`config.mk`:
```
export PLATFORM = sky130hd
export DESIGN_NAME = ex13_unpack_div
export DESIGN_NICKNAME = d
export VERILOG_FILES = /design/src/rtl/ex13_pkg.sv /design/src/rtl/ex13_unpack_div_step.sv /design/src/rtl/ex13_unpack_div.sv
export SDC_FILE = /design/constraint.sdc
export NUM_CORES = 1
export LEC_CHECK = 0
export CORE_MARGIN = 3
export CORE_UTILIZATION = 35
export DETAILED_ROUTE_END_ITERATION = 7
export GPL_ROUTABILITY_DRIVEN = 0
export PLACE_DENSITY = 0.59
export RECOVER_POWER = 25
export REMOVE_ABC_BUFFERS = 1
export SLEW_MARGIN = 20
export SYNTH_ARGS = -nofsm -noshare
export SYNTH_HDL_FRONTEND = slang
export SYNTH_HIERARCHICAL = 1
export SYNTH_SLANG_ARGS = --single-unit
```
`constraint.sdc`:
```
create_clock -name clk -period 2.85 [get_ports clk]
set_clock_uncertainty 0.2 [all_clocks]
set_input_delay 0.57 -clock clk [delete_from_list [all_inputs] [get_ports clk]]
set_output_delay 0.57 -clock clk [all_outputs]
set_load 0.03 [all_outputs]
```
`src/rtl/ex13_pkg.sv`:
```
// Shared constants and types for the EX_13 forward path and its inverse.
// Holds the offset, the operand widths and the divider FSM states.
package ex13_pkg;

    localparam int G_W = 16;
    localparam int B_W = 8;

    localparam logic [G_W-1:0] OFFSET = 16'h004E;

    typedef enum logic [1:0] {
        IDLE = 2'd0,
        SUB  = 2'd1,
        DIV  = 2'd2,
        DONE = 2'd3
    } state_t;

endpackage

```
`src/rtl/ex13_unpack_div_step.sv`:
```
// One restoring-division step: shift in the next dividend bit,
// subtract the divisor when it fits and emit the quotient bit.
module div_step
    import ex13_pkg::*;
(
    input  logic [B_W:0]   pr,
    input  logic           d_msb,
    input  logic [B_W-1:0] b,
    output logic [B_W:0]   pr_next,
    output logic           q_bit
);

    logic [B_W:0] pr_shift;

    assign pr_shift = {pr[B_W-1:0], d_msb};

    // Trial subtraction; keep the shifted value when the divisor does not fit.
    always_comb begin
        pr_next = pr_shift;
        q_bit   = 1'b0;
        if (pr_shift >= {1'b0, b}) begin
            pr_next = pr_shift - {1'b0, b};
            q_bit   = 1'b1;
        end
    end

endmodule

```
`src/rtl/ex13_unpack_div.sv`:
```
// Inverse of EX_13: strips the offset from g and divides by b, one
// quotient bit per clock, with ready/valid handshakes on both sides.
module ex13_unpack_div
    import ex13_pkg::*;
(
    input  logic           clk,
    input  logic           reset,
    input  logic           in_valid,
    output logic           in_ready,
    input  logic [G_W-1:0] g,
    input  logic [B_W-1:0] b,
    output logic           out_valid,
    input  logic           out_ready,
    output logic [G_W-1:0] q,
    output logic [B_W-1:0] r,
    output logic           err_under,
    output logic           err_div0
);

    state_t state, state_n;

    logic [G_W-1:0] d;
    logic [B_W-1:0] bv;
    logic [B_W:0]   pr;
    logic [3:0]     cnt;

    logic [G_W:0]   diff;
    logic           under;
    logic           div0;
    logic [B_W:0]   pr_next;
    logic           q_bit;
    logic           accept;
    logic           xfer;
    logic           last;

    assign diff   = {1'b0, d} - {1'b0, OFFSET};
    assign under  = diff[G_W];
    assign div0   = (bv == '0);
    assign accept = in_valid && in_ready;
    assign xfer   = out_valid && out_ready;
    assign last   = (cnt == 4'hF);

    div_step u_step (
        .pr      (pr),
        .d_msb   (d[G_W-1]),
        .b       (bv),
        .pr_next (pr_next),
        .q_bit   (q_bit)
    );

    // Next-state decode.
    always_comb begin
        state_n = state;
        unique case (state)
            IDLE: if (accept) state_n = SUB;
            SUB:  state_n = (under || div0) ? DONE : DIV;
            DIV:  if (last) state_n = DONE;
            DONE: if (xfer) state_n = IDLE;
            default: state_n = IDLE;
        endcase
    end

    // State register.
    always_ff @(posedge clk or negedge reset) begin
        if (!reset) state <= IDLE;
        else        state <= state_n;
    end

    // Datapath: d holds g, then the dividend, and finally fills with
    // quotient bits from the bottom as dividend bits leave the top.
    always_ff @(posedge clk or negedge reset) begin
        if (!reset) begin
            d   <= '0;
            bv  <= '0;
            pr  <= '0;
            cnt <= '0;
        end else begin
            unique case (state)
                IDLE: begin
                    if (accept) begin
                        d  <= g;
                        bv <= b;
                    end
                end
                SUB: begin
                    d   <= diff[G_W-1:0];
                    pr  <= '0;
                    cnt <= '0;
                end
                DIV: begin
                    d   <= {d[G_W-2:0], q_bit};
                    pr  <= pr_next;
                    cnt <= cnt + 4'd1;
                end
                default: ;
            endcase
        end
    end

    // Registered outputs. Error results enter DONE one cycle before
    // out_valid rises, so both paths present valid from a register.
    always_ff @(posedge clk or negedge reset) begin
        if (!reset) begin
            in_ready  <= 1'b0;
            out_valid <= 1'b0;
            q         <= '0;
            r         <= '0;
            err_under <= 1'b0;
            err_div0  <= 1'b0;
        end else begin
            in_ready <= (state_n == IDLE);
            unique case (state)
                IDLE: begin
                    if (accept) begin
                        q         <= '0;
                        r         <= '0;
                        err_under <= 1'b0;
                        err_div0  <= 1'b0;
                    end
                end
                SUB: begin
                    if (under) begin
                        err_under <= 1'b1;
                        q         <= '0;
                        r         <= '0;
                    end else if (div0) begin
                        err_div0  <= 1'b1;
                        q         <= '1;
                        r         <= '0;
                    end
                end
                DIV: begin
                    if (last) begin
                        q         <= {d[G_W-2:0], q_bit};
                        r         <= pr_next[B_W-1:0];
                        out_valid <= 1'b1;
                    end
                end
                DONE: out_valid <= !xfer;
                default: ;
            endcase
        end
    end

endmodule

```
### Yosys cells after proc, flatten, opt, wreduce, memory -nomap -nowiden

Index checks and enable logic that the tools add are counted.

* logic and storage cells: 71
* register bits after elaboration: 66
* bits of input ports: 28

* add/sub/neg operators: 3
* equality and inequality tests: 10
* magnitude comparators: 1
* muxes and demuxes: 29
* reductions and logical operators: 17

Operators with widths (count)
* 16-bit one-hot mux with 3 select lines: 2
* 16-bit two-way mux: 5
* 8-bit two-way mux: 5
* 8-bit one-hot mux with 3 select lines: 1
* 16-bit by 7-bit subtractor with 17-bit output (second input constant): 1
* 8-bit one-hot mux with 2 select lines: 1
* 2-bit inequality test (second input constant): 5
* 9-bit by 8-bit >= comparator with 1-bit output: 1
* 8-bit zero test: 1
* 2-bit one-hot mux with 4 select lines: 1
* 4-bit one-hot mux with 2 select lines: 1
* 4-bit AND reduction: 2
* 8-bit subtractor: 1
* 1-bit two-way mux: 7
* 2-bit two-way mux: 3
* 1-bit one-hot mux with 2 select lines: 3
* 2-bit AND reduction: 3
* 2-bit nonzero test: 3
* 4-bit by 1-bit adder with 4-bit output (second input constant): 1
* 2-bit == test (second input constant): 2
* 4-bit == test (second input constant): 1
* 2-bit zero test: 2
* 3-bit inequality test (second input constant): 1
* 3-bit AND reduction: 1
* 5 further kinds: 6

### Depth between registers and ports, before layout

* depth after elaboration: 5
* depth in mapped cells: 10
* mapped depth without buffers: 10

### Modules after synthesis

Netlist, hierarchy kept.

By module, submodules not included
* ex13_unpack_div: seq. area each 1676.6 µm², times used 1, area each 3378.2 µm², cells each 325
* div_step: seq. area each 0.0 µm², times used 1, area each 558.0 µm², cells each 72

### Worst setup path before layout

Ideal clock, no wire load.

* kind: register to register
* start point: reg d[15]
* end point: reg r[6]
* cell stages (with the launch flop): 11
* slack: 0.237 ns
* setup time: 0.127 ns
* arrival time: 2.285 ns
* cell sequence: dfrtp_1 inv_1 ha_1 fa_1 nor2b_1 o31a_1 mux2i_1 o2111ai_1 mux2_4 and2_1 mux2_1

* longest elaborated chain between the ends: 4
* elaborated cells between the ends (all ways): 9

Ends and longest elaborated chain
* start, declared: RTL line ex13_unpack_div.sv:22 `logic [G_W-1:0] d;`
* start signal, assigned: RTL line ex13_unpack_div.sv:81 `d <= g;`
* start signal, assigned: RTL line ex13_unpack_div.sv:86 `d <= diff[G_W-1:0];`
* start signal, assigned: RTL line ex13_unpack_div.sv:91 `d <= {d[G_W-2:0], q_bit};`
* 8-bit subtractor / 9-bit by 8-bit >= comparator with 1-bit output (equally long branches): RTL line ex13_unpack_div_step.sv:22, ex13_unpack_div_step.sv:21
* 8-bit two-way mux (*): RTL line ex13_unpack_div_step.sv:21 `if (pr_shift >= {1'b0, b}) begin`
* via pr_next[6]: RTL line ex13_unpack_div.sv:30 `logic [B_W:0] pr_next;`
* 8-bit two-way mux (*): RTL line ex13_unpack_div.sv:133 `if (last) begin`
* 8-bit one-hot mux with 3 select lines (*): RTL line ex13_unpack_div.sv:112 `unique case (state)`
* end signal, assigned: RTL line ex13_unpack_div.sv:135 `r <= pr_next[B_W-1:0];`
* end, declared: RTL line ex13_unpack_div.sv:15 `output logic [B_W-1:0] r,`

The timed path passes the listed nets; every way through them passes the cells marked *. The select of a mux whose other input is x is not followed.
A chain may end at the register's enable or synchronous reset.

### Worst setup path after layout

Same ends and word-level chain as after synthesis.

==> flow_summary_export.csv <==
group,metric,value,unit
critical_path,worstReg2RegStart,"d[15]",
timing,fmax,0.368,GHz
detailed_routing,drc,0,
clock_network,cts_hold_buf,0,
timing,fin_crit,2.72,ns
finish,layout_common_cells,"65 x dfrtp_1, 54 x clkdlybuf4s50_1, 41 x nand2_1",
finish,ff_latch_area,0.00165,mm^2
power,total_power,6260,uW
die,start_util,36.8,%
run,maxCapViolations,1,
run_status,violations,"max-capacitance violations, max-slew violations",
die,core_area,0.0105,mm^2
finish,final_common_cell,"dfrtp_1",
grt,grt_pass1_wl,17.2,mm
clock_network,clk_path_buf_depth,2,
die,io_pins,56,
critical_path,cp-endpoint,"r[6]",
min_path,min_path_type,"register to register",
grt,grt_usage,17.0,%
synthesis,syn_inst,387,
critical_path,worstSetupStartpoint,"d[15]",
place,place_worst_setup_slack,0.0841,ns
detailed_routing,drt_first_pass_iters,4,
synthesis,syn_area,0.00386,mm^2
die,dieArea,0.0123,mm^2
clock_network,cts-htree-levels,3,
die,die_w,111,um
timing,finalHoldViolations,0,
power,p_comb_share,60.4,%
grt,first_global_vias,3347,
run_status,outcome,"finished, violations left",
finish,post-route-util,46.5,%
clock_network,clk_pin_slew,0.07,ns
timing,fin_crit_sh,95.4,%
detailed_routing,vias_per_cell,5.39,
power,power_switching,2750,uW
clock_network,cts.sinks,66,
detailed_routing,drt_iter0_drc,131,
power,p_sw_share,44.0,%
timing,rsz0062_at_grt,"false",
timing,finalSetupViolations,0,
critical_path,rr_endpoint,"r[6]",
power,internal-power,3500,uW
clock_network,cts_tree,"yes",
place,numPortBuffers,55,
clock_network,clkLatencyLatePin,0.35,ns
timing,slew_headroom,-13.4,%
power,power_frac_seq,26.6,%
grt,grt.overflow.total,0,
clock_network,numCtsBuffers,9,
finish,area_growth,26.5,%
timing,drv_slew,67,
critical_path,reg2regPathDepth,10,
critical_path,cp-start-kind,"register",
detailed_routing,wl_per_cell,17.0,um
timing,worst_slew_pin_slew,1.70,ns
grt,antenna_found_initial,0,
critical_path,r2r_setup_slack,0.13,ns
critical_path,crit_fanout,3,
power,powerDensity,1280,mW/mm^2
critical_path,critPathArrivalTime,2.74,ns
synthesis,synth_warnings,6,
finish,multiInputGateArea,0.00203,mm^2
synthesis,avgSynthCellArea,9.98,um^2
detailed_routing,wirelength,10.2,mm
finish,layoutNonFillerInstCount,597,
grt,grt_max_degree,67,
finish,final_nets,499,
timing,whs,0.302,ns
die,num_rows,37,
finish,drive_above_1_share,18.2,%
power,p_leak,0.00211,uW
clock_network,cts-root-buf,"clkbuf_8",
power,pwr-share-clk,13.1,%
critical_path,required,2.87,ns
critical_path,end_kind,"register",
finish,fillers,1009,
power,ir_worst_vdd,463,uV
place,dp_hpwl,7.02,mm
min_path,hp-start,"r[5]",
critical_path,criticalPathCategory,"register to register",
detailed_routing,ant_nets,0,
detailed_routing,num_vias,3217,
place,placed_cells,579,
timing,fin_ws,0.130,ns
finish,diodes,0,
die,die-height,111,um
[per-layer routing]
layer / vias to the layer above / GRT usage, % / part of all wire [%]
li1: 1551 / - / -
met4: 0 / 2.92 / 0.50
met2: 87 / 28.0 / 48
met3: 7 / 4.26 / 4.2
met1: 1572 / 23.0 / 47
met5: - / 0 / 0
[final cells by class]
class / instances / share of cell area (%)
Tap cell: 136 / 3.48
Clock inverter: 2 / 0.717
Inverter: 20 / 1.54
Multi-Input combinational cell: 275 / 41.5
Timing Repair Buffer: 84 / 15.6
Clock buffer: 14 / 3.33
Sequential cell: 66 / 33.8
[what timing repair did]
| action | in CTS | in global routing |
|---|---|---|
| setup endpoints to repair | 0 | 10 |
| hold endpoints to repair | 0 | 0 |
| setup buffers | 0 | 2 |
| gates resized for setup | 0 | 6 |
[how the worst min path moves through the flow]
| stage | to | slack (ns) | depth (start not counted) |
|---|---|---|---|
| 2_1_floorplan | bv[0] | 0.07 | 0 |
| 4_1_cts | q[6] | 0.05 | 2 |
| 3_3_place_gp | r[4] | 0.28 | 1 |
| 5_1_grt | r[5] | 0.32 | 1 |
| 3_5_place_dp | r[5] | 0.29 | 1 |
| 6_report | r[5] | 0.30 | 1 |
[power groups by stage]
stage          Combinational [uW]  Clock, uW  Sequential [uW]
3_5_place_dp                 3730          0             1680
3_3_place_gp                 3670          0             1670
6_report                     3780        819             1660
4_1_cts                      3750        844             1660
5_1_grt                      4150        886             1720
2_1_floorplan                2110          0             1950
[sequential cells by signal, summed over array words and instances, names as in the netlist]
signal     cells
d             16
q             16
bv             8
pr             8
r              8
cnt            4
state          2
err_div0       1
err_under      1
in_ready       1
out_valid      1
[worst max-delay path: stages, from the launching register on]
cell       delay [ns]
dfrtp_1          0.38
inv_1            0.07
ha_1             0.21
fa_2             0.37
nor2b_2          0.13
o31a_1           0.18
mux2i_1          0.18
o2111ai_1        0.14
mux2_4           0.28
and2_1           0.16
mux2_1           0.30
[per-stage QoR]
stage | setup TNS [ns] | area (um^2)
3_5_place_dp | 0 | 4680
2_1_floorplan | -0.226 | 3740
3_3_place_gp | 0 | 4680
4_1_cts | 0 | 4870
5_1_grt | 0 | 4890
6_report | 0 | 4890
(Power assumes the default switching activity.)
